--- config.mk ---
export PLATFORM = sky130hd
export DESIGN_NAME = seg7_scan_driver
export DESIGN_NICKNAME = d
export VERILOG_FILES = /design/src/rtl/seg7_scan_driver.sv
export SDC_FILE = /design/constraint.sdc
export NUM_CORES = 1
export LEC_CHECK = 0
export BUFFER_PORTS_ARGS = -buffer_cell sky130_fd_sc_hd__buf_2
export CORE_MARGIN = 2
export CORE_UTILIZATION = 25
export CTS_CLUSTER_DIAMETER = 60
export DETAILED_ROUTE_END_ITERATION = 8
export PLACE_DENSITY_LB_ADDON = 0.3
export SLEW_MARGIN = 20
export SYNTH_ARGS = -nofsm -noshare
export SYNTH_HDL_FRONTEND = slang
export SYNTH_SLANG_ARGS = --single-unit
--- constraint.sdc ---
create_clock -name clk -period 3.05 [get_ports clk]
set_clock_uncertainty 0.05 [all_clocks]
set_input_delay 0.4575 -clock clk [delete_from_list [all_inputs] [get_ports clk]]
set_output_delay 0.4575 -clock clk [all_outputs]
set_load 0.01 [all_outputs]
--- src/rtl/seg7_scan_driver.sv ---
// seg7_scan_driver: time-multiplexes four packed 7-segment patterns onto one segment bus.
//
// A snapshot of seg_data is taken at every frame start, so the display never tears.
// Each digit gets a short all-off gap before it is lit, which stops ghosting between digits.
// frame_tick pulses once per frame.
//
// Ports:
//   clk         system clock
//   reset_n     asynchronous active-low reset
//   enable      1 = scan, 0 = all outputs inactive
//   seg_data    digit i pattern = seg_data[7i+6:7i]; bit0..6 = seg a..g; 1 = lit
//   dim         (SEG7_SCAN_DIM_EN only) per-frame brightness; 15 = full, 0 = 1/16 duty
//   seg_out     shared segment bus, polarity set by SEG_ACTIVE_LOW
//   dig_out     one-hot digit enable, polarity set by DIG_ACTIVE_LOW
//   frame_tick  1-cycle pulse at every snapshot reload
//
// Optional feature: define SEG7_SCAN_DIM_EN to add the dim port and the PWM dimming.
module seg7_scan_driver #(
    parameter int unsigned DWELL_CYCLES   = 50000,
    parameter int unsigned BLANK_CYCLES   = 500,
    parameter bit          SEG_ACTIVE_LOW = 1'b1,
    parameter bit          DIG_ACTIVE_LOW = 1'b1
) (
    input  logic        clk,
    input  logic        reset_n,
    input  logic        enable,
    input  logic [27:0] seg_data,
`ifdef SEG7_SCAN_DIM_EN
    input  logic [3:0]  dim,
`endif
    output logic [6:0]  seg_out,
    output logic [3:0]  dig_out,
    output logic        frame_tick
);
    typedef enum logic [1:0] {IDLE, BLANK, SHOW} state_t;
    localparam logic [6:0]  SEG_OFF    = SEG_ACTIVE_LOW ? 7'h7F : 7'h00;
    localparam logic [3:0]  DIG_OFF    = DIG_ACTIVE_LOW ? 4'hF : 4'h0;
    localparam logic [15:0] DWELL_LOAD = 16'(DWELL_CYCLES - 1);
    localparam logic [15:0] BLANK_LOAD = BLANK_CYCLES == 0 ? 16'd0 : 16'(BLANK_CYCLES - 1);
    // Every digit slot starts with a blank gap unless the gap is configured away.
    localparam state_t      SLOT_STATE = BLANK_CYCLES == 0 ? SHOW : BLANK;
    localparam logic [15:0] SLOT_LOAD  = BLANK_CYCLES == 0 ? DWELL_LOAD : BLANK_LOAD;
    state_t          state, state_nx;
    logic [15:0]     cnt, cnt_nx;
    logic [1:0]      dig, dig_nx;
    logic [3:0][6:0] snap, snap_nx;
    logic            load;
    logic            lit;
    logic [6:0]      seg_nx;
    logic [3:0]      dig_out_nx;
    logic            tick_nx;
`ifdef SEG7_SCAN_DIM_EN
    logic [3:0] dim_reg, dim_nx, pwm, pwm_nx;
    always_ff @(posedge clk or negedge reset_n) begin
        if (!reset_n) begin
            dim_reg <= 4'd0;
            pwm     <= 4'd0;
        end else begin
            dim_reg <= dim_nx;
            pwm     <= pwm_nx;
        end
    end
    // The PWM phase restarts on every entry into SHOW, including SHOW-to-SHOW digit steps.
    always_comb begin
        dim_nx = load ? dim : dim_reg;
        pwm_nx = state_nx != SHOW ? pwm : (state != SHOW || cnt == 16'd0) ? 4'd0 : pwm + 4'd1;
        lit    = pwm_nx <= dim_nx;
    end
`else
    assign lit = 1'b1;
`endif
    // State register; outputs are registered alongside it, computed from the next state.
    always_ff @(posedge clk or negedge reset_n) begin
        if (!reset_n) begin
            state      <= IDLE;
            cnt        <= 16'd0;
            dig        <= 2'd0;
            snap       <= '0;
            seg_out    <= SEG_OFF;
            dig_out    <= DIG_OFF;
            frame_tick <= 1'b0;
        end else begin
            state      <= state_nx;
            cnt        <= cnt_nx;
            dig        <= dig_nx;
            snap       <= snap_nx;
            seg_out    <= seg_nx;
            dig_out    <= dig_out_nx;
            frame_tick <= tick_nx;
        end
    end
    always_comb begin
        state_nx = state;
        cnt_nx   = cnt;
        dig_nx   = dig;
        load     = 1'b0;
        if (!enable) begin
            state_nx = IDLE;
            cnt_nx   = 16'd0;
            dig_nx   = 2'd0;
        end else begin
            case (state)
                IDLE: begin
                    load     = 1'b1;
                    dig_nx   = 2'd0;
                    state_nx = SLOT_STATE;
                    cnt_nx   = SLOT_LOAD;
                end
                BLANK: begin
                    state_nx = cnt == 16'd0 ? SHOW : BLANK;
                    cnt_nx   = cnt == 16'd0 ? DWELL_LOAD : cnt - 16'd1;
                end
                SHOW: begin
                    if (cnt == 16'd0) begin
                        dig_nx   = dig + 2'd1;
                        load     = dig == 2'd3;
                        state_nx = SLOT_STATE;
                        cnt_nx   = SLOT_LOAD;
                    end else begin
                        cnt_nx = cnt - 16'd1;
                    end
                end
                default: state_nx = IDLE;
            endcase
        end
        snap_nx = load ? seg_data : snap;
    end
    // Output comb: only SHOW lights anything, so segments are dark whenever no digit is on.
    always_comb begin
        tick_nx    = load;
        seg_nx     = state_nx == SHOW && lit ? snap_nx[dig_nx] ^ {7{SEG_ACTIVE_LOW}} : SEG_OFF;
        dig_out_nx = state_nx == SHOW && lit ? (4'b0001 << dig_nx) ^ {4{DIG_ACTIVE_LOW}} : DIG_OFF;
    end
endmodule
# After elaboration in Yosys (flattened, before gate mapping)
# Index checks and enable logic that the tools add are counted.
[totals] regBits=60 wordCells=42
[op_classes] addsub=2 order_cmp=1 eq_ne=5 n_shift=1 muxes=19 bitwise=2 n_reduce_logical=2
[op_table] operator="two-way mux 16 bit" n=3
[op_table] operator="case mux 16 bit (3 select lines)" n=1
[op_table] operator="two-way mux 28 bit" n=1
[op_table] operator="zero test 16 bit" n=1
[op_table] operator="subtractor 16 x 1 -> 16 bit, second input constant" n=1
[op_table] operator="binary-select mux 7 bit (select 2 bit)" n=1
[op_table] operator="two-way mux 7 bit" n=2
[op_table] operator="two-way mux 2 bit" n=5
[op_table] operator="NOT 7 bit" n=1
[op_table] operator="== test 2 bit, second input constant" n=3
[op_table] operator="case mux 2 bit (3 select lines)" n=1
[op_table] operator="two-way mux 4 bit" n=1
[op_table] operator="inequality test 4 x 1 -> 1 bit, second input constant" n=1
[op_table] operator="NOT 4 bit" n=1
[op_table] operator="case mux 2 bit (2 select lines)" n=1
[op_table] operator="left shift 1 x 2 -> 4 bit, first input constant" n=1
[op_table] operator="< comparator 2 x 3 -> 1 bit, second input constant" n=1
[op_table] operator="adder 2 x 1 -> 2 bit, second input constant" n=1
[op_table] operator="== test 2 x 1 -> 1 bit, second input constant" n=1
[op_table] operator="zero test 2 bit" n=1
[op_table] operator="two-way mux 1 bit" n=2
[op_table] operator="case mux 1 bit (2 select lines)" n=1

# Logic depth before layout (Yosys ltp)
[depth] depth_word=9 mapped_depth=12 depth_no_buf=9

# Least setup slack after synthesis
# Ideal clock, no wire load.
[synth_path] path_kind="reg2reg" from="reg cnt[0]" to="reg seg_out[0]" setup_time_ns=0.091 arrival_ns=2.169 required_time_ns=2.909 slack_ns=0.740 stages_incl_launch_ff=12 path_buffers=3 synth_period_minus_slack_ns=2.310 path_cell_list="dfrtp_1 > inv_1 > ha_1 > nor4b_2 > and4_1 > buf_6 > a22o_4 > buf_6 > buf_12 > mux2_4 > nor3b_1 > o31ai_1"
[synth_lines] element="start, declared" line_no="44" text="logic [15:0] cnt, cnt_nx;"
[synth_lines] element="start signal, assigned" line_no="84" text="cnt <= cnt_nx;"
[synth_lines] element="end signal, assigned" line_no="87" text="seg_out <= seg_nx;"
[synth_lines] element="end, declared" line_no="31" text="output logic [6:0] seg_out,"

==> results.sh <==
export IMPL_cp_arrival_ns=2.92
export IMPL_root_buffer="clkbuf_16"
export IMPL_leakage_uw=0.00169
export IMPL_cts_sinks=60
export IMPL_ir_worst_vdd_v=0.000390
export IMPL_setup_viol=0
export IMPL_synth_top_area_cell="dfrtp_1"
export IMPL_setup_tns_ns=0
export IMPL_status="finished clean"
export IMPL_worstSetupStartpointType="register"
export IMPL_clk_path_buf_depth=2
export IMPL_max_slew_margin=0.585
export IMPL_cp_num_buf_inv=2
export IMPL_drt_iter0_drc=107
export IMPL_h_tree_depth=3
export IMPL_num_io_pins=43
export IMPL_grt_pass1_vias=2563
export IMPL_yosysMostFrequentCell="dfrtp_1"
export IMPL_max_stage_delay_ns=0.43
export IMPL_area_delta_synth_final_pct=22.9
export IMPL_synth_top_area_share=0.390
export IMPL_hold_class="in -> async"
export IMPL_synth_distinct_cells=51
export IMPL_ys_ff_latch=60
export IMPL_synth_commonest_cells="dfrtp_1, inv_1, a21oi_1"
export IMPL_top_layer_used="met4"
export IMPL_wl_met2_um=3490
export IMPL_synthesis_nets=332
export IMPL_grt_usage=0.122
export IMPL_firstDrtPassIters=4
export IMPL_grt_max_degree=61
export IMPL_grt_ovfl_total=0
export IMPL_syn_avg_cell_area_sq_um=10.7
export IMPL_dp_cells=497
export IMPL_yosys_warnings=0
export IMPL_drc=0
export IMPL_cts_made_buffers=9
export IMPL_hold_viol=0
export IMPL_die_h_um=116
export IMPL_routed_via_count=2378
export IMPL_dieArea_sq_um=13500
export IMPL_async_reset_ff_frac=1.00
export IMPL_met1_length_um=3580
export IMPL_fillers=1237
export IMPL_final_cells=513
export IMPL_finalCoreUtilization=0.317
export IMPL_fin_crit_sh=0.899
export IMPL_final_max_slew_violation_count=0
export IMPL_syn_instance_count=294
export IMPL_clock_latency_ns=0.32
export IMPL_cts_tree="yes"
export IMPL_initial_utilization=0.258
export IMPL_yosys_top_cells_area="dfrtp_1, dfstp_2, mux2i_1"
export IMPL_grt_pass1_wl_um=12800
export IMPL_tightestPinTransition_ns=0.614
export IMPL_ys_dominant_reg_cell="dfrtp_1"
export IMPL_core_sq_um=12200
export IMPL_ant_nets=0
export IMPL_power_uw=3200
export IMPL_ys_seq_area_frac=0.482
export IMPL_routed_via_density=4.64
export IMPL_synth_edff_count=0
export IMPL_drive_gt1_frac=0.313
export IMPL_row_count=40
export IMPL_die_x_um=116
export IMPL_antenna_found_initial=0
export IMPL_antennaDiodeCount=0
export IMPL_cts_hold_buf=0
export IMPL_maxCapViolCount=0
export IMPL_end_kind="register"
export IMPL_crit_type="reg -> reg"
export IMPL_crit_family="simple AND/OR/NAND/NOR gates"
export IMPL_wire_per_inst_um=14.6
export IMPL_crit_fanout=12
export IMPL_crit_chain="inv_1 -> ha_1 -> nor4b_2 -> and4_1 -> a22o_4 -> buf_4 -> mux2_2 -> and3_1 -> o31ai_1"
export IMPL_path_clk_slew_ns=0.05
export IMPL_powerDensity_nw_per_um2=829
export IMPL_fmax_mhz=365
export IMPL_dp_hpwl_um=5260
export IMPL_wl_met3_um=344
export IMPL_cpMaxStageDelayCell="and4_1"
export IMPL_drt_total_wl_um=7490
export IMPL_period_minus_slack_ns=2.74
export IMPL_gp_congestion=0.794
export IMPL_portBuffers=42
export IMPL_hold_ws_ns=0.0950
export IMPL_critical_path_required_ns=3.23
export IMPL_synth_area_sq_um=3140
export IMPL_rsz0062_at_grt="no"
export IMPL_final_nets=378
==> metal layers <==
metal | vias to the layer above | global-route usage
met3 | 9 | 0.0387
li1 | 1156 | -
met1 | 1158 | 0.157
met5 | - | 0
met2 | 55 | 0.197
met4 | 0 | 0.0357
==> where the power goes <==
group	switching (uW)	internal (uW)	leakage, uW
sequential	127	1010	0.000724
clock	360	655	0.000138
combinational	584	472	0.000830
total	1070	2130	0.00169
==> flip-flops by register name, indices dropped and copies added (netlist names) <==
name / flops
cnt: 16
dig: 2
dig_out: 4
frame_tick: 1
seg_out: 7
snap: 28
state: 2
==> cell usage in the layout (no fill, tap or decap), drive strengths merged, types with 10 or more instances in the layout <==
cell     n
clkbuf  11
buf     54
nor3b   10
mux2    15
nand2   15
nor2    15
mux2i   14
o21ai   10
nor3    10
dfrtp   49
inv     20
dfstp   11
a21oi   17
o31ai   13
nand3   10
==> cells by family (layout without fill, tap and decap cells) <==
logic type | after synthesis | after routing | share of synthesized area
AOI/OAI and AO/OA | 64 | 64 | 0.140
adders and majority gates | 7 | 7 | 0.0279
muxes | 29 | 29 | 0.106
and+or+nand+nor | 90 | 90 | 0.164
DFF | 60 | 60 | 0.482
buffers and inverters | 39 | 90 | 0.0665
xor gates and xnor gates | 5 | 5 | 0.0139
==> path summary, 6_finish.rpt <==
check / start / endpoint / slack (ns) / cells after the start
worst max-delay path: cnt[0] / seg_out[4] / 0.31 / 9
worst min-delay path: reset_n / cnt[3] / 0.1 / 2
worst max register to register: cnt[0] / seg_out[4] / 0.31 / 9
worst min register to register: snap[27] / snap[27] / 0.43 / 2
max in group asynchronous: reset_n / seg_out[3] / 2.54 / 2
min in group clk: seg_data[8] / snap[8] / 0.33 / 2
==> stage by stage <==
stage	instance area, sq um	setup WS, ns
after global routing	3860	0.142
after detailed placement	3550	0.204
final	3860	0.307
after global placement	3550	0.300
after CTS	3850	0.172
after floorplan	3140	0.740
==> what timing repair did <==
action | 4_1_cts | 5_1_grt
buffers inserted | 0 | 0
endpoints found under the setup margin | 0 | 6
gates resized for setup | 0 | 2
==> layout make-up <==
class	count	area, sq um	share of cell area
Sequential cell	60	1520	0.392
Multi-Input combinational cell	195	1430	0.371
Timing Repair Buffer	54	325	0.0843
Clock buffer	11	243	0.0629
Tap cell	168	210	0.0544
Inverter	20	75.1	0.0194
Clock inverter	5	61.3	0.0159
Note: power is estimated with default switching activity, not from simulation.
